**src/rtl/knn_ctrl_pkg.sv**
```systemverilog
// Shared definitions for the k-NN pass sequencer: state encodings, pipeline depth
// and the default coordinate, label and address widths.
package knn_ctrl_pkg;

    localparam logic [2:0] ST_IDLE  = 3'd0;
    localparam logic [2:0] ST_CLEAR = 3'd1;
    localparam logic [2:0] ST_FETCH = 3'd2;
    localparam logic [2:0] ST_DRAIN = 3'd3;
    localparam logic [2:0] ST_DONE  = 3'd4;

    localparam int KNN_PIPE_DEPTH = 3;

    localparam int KNN_COORD_W = 16;
    localparam int KNN_LABEL   = 8;
    localparam int KNN_ADDR_W  = 10;

endpackage

```
**src/rtl/knn_dist.sv**
```systemverilog
// Squared-Euclidean distance pipeline with a valid bit travelling beside the data;
// candidates appear three cycles after the matching RAM read enable.
module knn_dist
    import knn_ctrl_pkg::*;
#(
    parameter int DATA_W  = 32,
    parameter int COORD_W = KNN_COORD_W,
    parameter int LABEL   = KNN_LABEL
) (
    input  logic                      clk,
    input  logic                      rst,
    input  logic                      issue,
    input  logic signed [COORD_W-1:0] test_x,
    input  logic signed [COORD_W-1:0] test_y,
    input  logic signed [COORD_W-1:0] mem_x,
    input  logic signed [COORD_W-1:0] mem_y,
    input  logic        [LABEL-1:0]   mem_label,
    output logic                      out_valid,
    output logic        [DATA_W-1:0]  out_dist,
    output logic        [LABEL-1:0]   out_label
);

    localparam int SQ_W  = 2 * COORD_W + 2;
    localparam int SUM_W = 2 * COORD_W + 3;

    logic                      rd_valid;
    logic                      s1_valid;
    logic signed [COORD_W:0]   s1_dx;
    logic signed [COORD_W:0]   s1_dy;
    logic        [LABEL-1:0]   s1_label;

    logic signed [SQ_W-1:0]    dx_w;
    logic signed [SQ_W-1:0]    dy_w;
    logic        [SQ_W-1:0]    sq_x;
    logic        [SQ_W-1:0]    sq_y;
    logic        [SUM_W-1:0]   sum;
    logic        [DATA_W-1:0]  dist_next;

    // The RAM read itself is the first cycle of latency, so squaring is folded
    // into the summing stage to keep mem_en-to-candidate at three cycles.
    always_comb begin
        dx_w      = SQ_W'(s1_dx);
        dy_w      = SQ_W'(s1_dy);
        sq_x      = $unsigned(dx_w * dx_w);
        sq_y      = $unsigned(dy_w * dy_w);
        sum       = SUM_W'(sq_x) + SUM_W'(sq_y);
        dist_next = (|sum[SUM_W-1:DATA_W]) ? {DATA_W{1'b1}} : sum[DATA_W-1:0];
    end

    always_ff @(posedge clk) begin
        if (rst) begin
            rd_valid  <= 1'b0;
            s1_valid  <= 1'b0;
            s1_dx     <= '0;
            s1_dy     <= '0;
            s1_label  <= '0;
            out_valid <= 1'b0;
            out_dist  <= '0;
            out_label <= '0;
        end else begin
            rd_valid  <= issue;
            s1_valid  <= rd_valid;
            out_valid <= s1_valid;
            if (rd_valid) begin
                s1_dx    <= {mem_x[COORD_W-1], mem_x} - {test_x[COORD_W-1], test_x};
                s1_dy    <= {mem_y[COORD_W-1], mem_y} - {test_y[COORD_W-1], test_y};
                s1_label <= mem_label;
            end
            if (s1_valid) begin
                out_dist  <= dist_next;
                out_label <= s1_label;
            end
        end
    end

endmodule

```
**src/rtl/knn_ctrl.sv**
```systemverilog
// Sequencer for one k-NN pass: clears the neighbour list, streams every training
// point through the distance pipeline and pulses done once the list is final.
module knn_ctrl
    import knn_ctrl_pkg::*;
#(
    parameter int DATA_W  = 32,
    parameter int COORD_W = KNN_COORD_W,
    parameter int LABEL   = KNN_LABEL,
    parameter int ADDR_W  = KNN_ADDR_W
) (
    input  logic                      clk,
    input  logic                      rst,
    input  logic                      go,
    input  logic        [ADDR_W:0]    n_points,
    input  logic signed [COORD_W-1:0] test_x,
    input  logic signed [COORD_W-1:0] test_y,
    output logic                      mem_en,
    output logic        [ADDR_W-1:0]  mem_addr,
    input  logic signed [COORD_W-1:0] mem_x,
    input  logic signed [COORD_W-1:0] mem_y,
    input  logic        [LABEL-1:0]   mem_label,
    output logic                      list_start,
    output logic                      list_valid,
    output logic        [DATA_W-1:0]  list_dist,
    output logic        [LABEL-1:0]   list_label,
    output logic                      busy,
    output logic                      done
);

    localparam int DRAIN_W = $clog2(KNN_PIPE_DEPTH);
    localparam logic [ADDR_W:0] N_MAX = {1'b1, {ADDR_W{1'b0}}};

    logic        [2:0]         state;
    logic        [ADDR_W-1:0]  cnt;
    logic        [ADDR_W:0]    cnt_max;
    logic        [ADDR_W:0]    n_clamped;
    logic        [DRAIN_W-1:0] drain_cnt;
    logic signed [COORD_W-1:0] tx;
    logic signed [COORD_W-1:0] ty;
    logic                      last_fetch;

    always_comb begin
        n_clamped  = (n_points > N_MAX) ? N_MAX : n_points;
        last_fetch = ({1'b0, cnt} == (cnt_max - (ADDR_W + 1)'(1)));
    end

    assign list_start = (state == ST_CLEAR);
    assign mem_en     = (state == ST_FETCH);
    assign mem_addr   = cnt;
    assign busy       = (state != ST_IDLE);
    assign done       = (state == ST_DONE);

    // go is only looked at in IDLE, so pulses during a pass (DONE included) fall away.
    always_ff @(posedge clk) begin
        if (rst) begin
            state     <= ST_IDLE;
            cnt       <= '0;
            cnt_max   <= '0;
            drain_cnt <= '0;
            tx        <= '0;
            ty        <= '0;
        end else begin
            case (state)
                ST_IDLE: begin
                    if (go) state <= ST_CLEAR;
                end
                ST_CLEAR: begin
                    tx        <= test_x;
                    ty        <= test_y;
                    cnt_max   <= n_clamped;
                    cnt       <= '0;
                    drain_cnt <= '0;
                    state     <= (n_clamped != '0) ? ST_FETCH : ST_DRAIN;
                end
                ST_FETCH: begin
                    cnt <= cnt + ADDR_W'(1);
                    if (last_fetch) state <= ST_DRAIN;
                end
                ST_DRAIN: begin
                    if (drain_cnt == DRAIN_W'(KNN_PIPE_DEPTH - 1)) state <= ST_DONE;
                    else drain_cnt <= drain_cnt + DRAIN_W'(1);
                end
                ST_DONE: state <= ST_IDLE;
                default: state <= ST_IDLE;
            endcase
        end
    end

    knn_dist #(
        .DATA_W  (DATA_W),
        .COORD_W (COORD_W),
        .LABEL   (LABEL)
    ) u_dist (
        .clk       (clk),
        .rst       (rst),
        .issue     (mem_en),
        .test_x    (tx),
        .test_y    (ty),
        .mem_x     (mem_x),
        .mem_y     (mem_y),
        .mem_label (mem_label),
        .out_valid (list_valid),
        .out_dist  (list_dist),
        .out_label (list_label)
    );

endmodule
```
**config.mk**
```make
export PLATFORM = sky130hd
export DESIGN_NAME = knn_ctrl
export DESIGN_NICKNAME = d
export VERILOG_FILES = /design/src/rtl/knn_ctrl_pkg.sv /design/src/rtl/knn_dist.sv /design/src/rtl/knn_ctrl.sv
export SDC_FILE = /design/constraint.sdc
export NUM_CORES = 2
export LEC_CHECK = 0
export ABC_AREA = 1
export CAP_MARGIN = 10
export CORE_MARGIN = 1.5
export CORE_UTILIZATION = 38
export CTS_CLUSTER_SIZE = 30
export DETAILED_ROUTE_END_ITERATION = 16
export GPL_TIMING_DRIVEN = 0
export HOLD_SLACK_MARGIN = 0.06
export MAX_ROUTING_LAYER = met4
export SLEW_MARGIN = 10
export SYNTH_ARGS = -nofsm -noshare
export SYNTH_HDL_FRONTEND = slang
export SYNTH_HIERARCHICAL = 1
export SYNTH_SLANG_ARGS = --single-unit
```
**constraint.sdc**
```tcl
create_clock -name clk -period 11.29 [get_ports clk]
set_input_delay 1.129 -clock clk [delete_from_list [all_inputs] [get_ports clk]]
set_output_delay 1.129 -clock clk [all_outputs]
set_load 0.02 [all_outputs]
```
==> reports/metrics.cfg <==
[timing]
grt_setup_unrepaired = no
min_period_ps = 9346
skew_ps = 28.00
hold_viol_final = 0
maxSlewHeadroom_pct = 32.58
setup-violations-final = 0
fmax_ghz = 0.1070
setup_tns_ps = 0
maxSlewViolCount = 0
worstMarginPinSlew_ps = 1011
fin_crit_sh_pct = 82.78

[cts]
clock-sinks = 143
postCtsHoldBufs = 0
cts_resized = 0
postCtsSetupRepairBufs = 0
path_clk_slew_ps = 70
numCtsBuffers = 17
cts.root.buffer_cell = clkbuf_16
cts_htree_levels = 4
clock_latency_ps = 480
cts_tree = done
cts_buffer_depth = 2

[synth]
syn-num-nets = 4801
ys_warn_count = 6
syn-cell-area_um2 = 29920
seq_area_frac_synth_pct = 9.567
postSynthCellCount = 3928
synth_top_cell_by_area = fa_1
yosys.area.top_type_share_pct = 36.33
syn_avg_cell_area_um2 = 7.618
ys_top_cells_by_area = fa_1, inv_1, ha_1, dfxtp_1, nand2_1
synthDistinctLibCells = 50
ys_ff_latch = 143

[placement]
gp_congestion = 0.9611
port_buffers = 140
hpwl_um = 76660

[setup_path]
path_max_fanout = 10
cp_slowest_cell = fa_1
path_buf_inv = 5
cpMostUsedCell = fa_1
crit_type = flop to flop
critPathArrivalTime_ps = 9700
critPathTopFamily = adder cells
crit_path_max_incr_delay_ps = 910
start_kind = flop
crit_required_ps = 11650
critPathCaptureType = flop
reg2reg_setup_slack_ps = 1940

[routing]
drc = 0
wl_per_cell_um = 17.26
firstDrtPassIters = 5
drt_iter0_drc = 1522
postRouteAntennaNets = 0
via_per_inst = 4.784
vias = 24600
drt_wl_total_um = 88750

[pwr]
power.share.clock_pct = 12.7
combinationalPowerShare_pct = 72.1
ir_worst_vdd_mv = 0.1027
power_report.internal_total_w = 0.002057
power_frac_seq_pct = 15.1
netSwitchingFraction_pct = 55.28
p_per_area_nw_per_um2 = 138.5
leakage_nw = 18.37
power.switching_w = 0.002543

[die]
coreArea_um2 = 77720
num_rows = 102
die_w_um = 283.6
die_h_um = 283.6
dieArea_um2 = 80430
initial_utilization_pct = 38.50
io_pins = 141

[final_layout]
synthToLayoutAreaGrowth_pct = 10.98
post-route-util_pct = 42.73
fin_nets = 4960
fillers = 8012
drive_gt1_share_pct = 2.659
final_common_cell = inv_1
layout_common_cells = inv_1, nand2_1, fa_1, nor2_1, ha_1

[global_routing]
overflow = 0
antenna_found_initial = 7
grt_max_degree = 17
grt_usage_pct = 23.22
grt_pass1_wl_um = 140600
grt_pass1_vias = 25470

[flow_run]
max_cap_viol_count = 0

[status]
status = finished clean

[worst_hold_path]
hp-class = flop to flop

-- cell usage after synthesis, drive strengths merged --
| master | number |
|---|---|
| and3 | 2 |
| a21o | 19 |
| o22ai | 1 |
| buf | 23 |
| nand4 | 11 |
| a221oi | 3 |
| nand3b | 5 |
| a21boi | 7 |
| nor3 | 27 |
| nand3 | 104 |
| o21a | 3 |
| o2111ai | 2 |
| o211ai | 7 |
| nor4 | 3 |
| dfxtp | 143 |
| or2 | 10 |
| o31ai | 3 |
| nor2 | 338 |
| inv | 1103 |
| nand2 | 683 |
| a211oi | 2 |
| o21ai | 184 |
| a21oi | 205 |
| o21bai | 18 |
| xnor2 | 45 |
| fa | 543 |
| a31o | 3 |
| xor2 | 83 |
| o221ai | 3 |
| o211a | 1 |
| clkbuf | 92 |
| ha | 244 |
| clkinv | 2 |
| a31oi | 6 |
-- path summary, 6_finish.rpt --
check                                     start                   to  cells past startpoint
worst min-delay path               drain_cnt[1]         drain_cnt[1]                      2
worst max register to register  u_dist/s1_dy[7]  u_dist/out_dist[30]                     29
worst min register to register     drain_cnt[1]         drain_cnt[1]                      2
worst max-delay path            u_dist/s1_dy[7]  u_dist/out_dist[30]                     29
-- routing by layer --
layer | vias up | wire length [um] | global-route usage, % | share of wire (%)
met5 | - | 0 | - | 0
met2 | 670 | 40720 | 37.41 | 46
met3 | 98 | 5645 | 3.955 | 6.4
met4 | 0 | 1635 | 4.759 | 1.8
li1 | 11930 | - | - | -
met1 | 11910 | 40750 | 30.74 | 46
-- cell families after synthesis --
kind of cell,Yosys count,share of synthesized area (%)
buffers and inverters,1220,15.42
and+or+nand+nor,1183,16.16
adders and majority gates,787,46.53
AOI/OAI and AO/OA,467,8.576
DFF,143,9.567
xor gates and xnor gates,128,3.747
-- worst register-to-register path, delay by kind of cell (launching register included) --
kind	cells	cell delay, ps
fa+ha+maj	8	4130
simple gates	9	1110
compound gates	6	1470
buf+inv	5	1780
flops	1	450
xor+xnor	1	290
-- power groups by stage --
stage	Combinational, W	Sequential, W	Clock [W]
4_1_cts	0.00332	0.000696	0.000601
6_report	0.00332	0.000697	0.000586
2_1_floorplan	0.00224	0.000700	0
3_3_place_gp	0.00328	0.000704	0
3_5_place_dp	0.00330	0.000707	0
5_1_grt	0.00371	0.000709	0.000616
-- through the flow --
| step | power [W] | cell area, um2 | std cells | setup WS [ps] | hold slack [ps] |
|---|---|---|---|---|---|
| 2_1_floorplan | 0.002935 | 29920 | 3928 | 4187 | 443.8 |
| 3_3_place_gp | 0.003989 | 32630 | 5108 | 1974 | 455.7 |
| 3_5_place_dp | 0.004005 | 32630 | 5108 | 2060 | 467.3 |
| 4_1_cts | 0.004613 | 33200 | 5140 | 2038 | 475.5 |
| 5_1_grt | 0.005036 | 33210 | 5142 | 1309 | 497.0 |
| 6_report | 0.004601 | 33210 | 5143 | 1944 | 474.7 |
-- sequential cells by signal (all words and copies together), names as in the netlist, 8 cells and up --
signal	count
u_dist/out_dist	32
u_dist/s1_dx	17
u_dist/s1_dy	17
tx	16
ty	16
cnt_max	11
mem_addr	10
u_dist/out_label	8
u_dist/s1_label	8
-- final cells by class --
| class | instances | area (um2) | area share (%) |
|---|---|---|---|
| Clock inverter | 15 | 150.1 | 0.4521 |
| Tap cell | 1040 | 1301 | 3.918 |
| Antenna cell | 3 | 7.507 | 0.02261 |
| Timing Repair Buffer | 140 | 1401 | 4.220 |
| Sequential cell | 143 | 2863 | 8.621 |
| Inverter | 1105 | 4148 | 12.49 |
| Clock buffer | 17 | 425.4 | 1.281 |
| Multi-Input combinational cell | 2565 | 22450 | 67.59 |
| Buffer | 115 | 465.4 | 1.402 |
No activity file was read; power rests on OpenSTA's default activity.
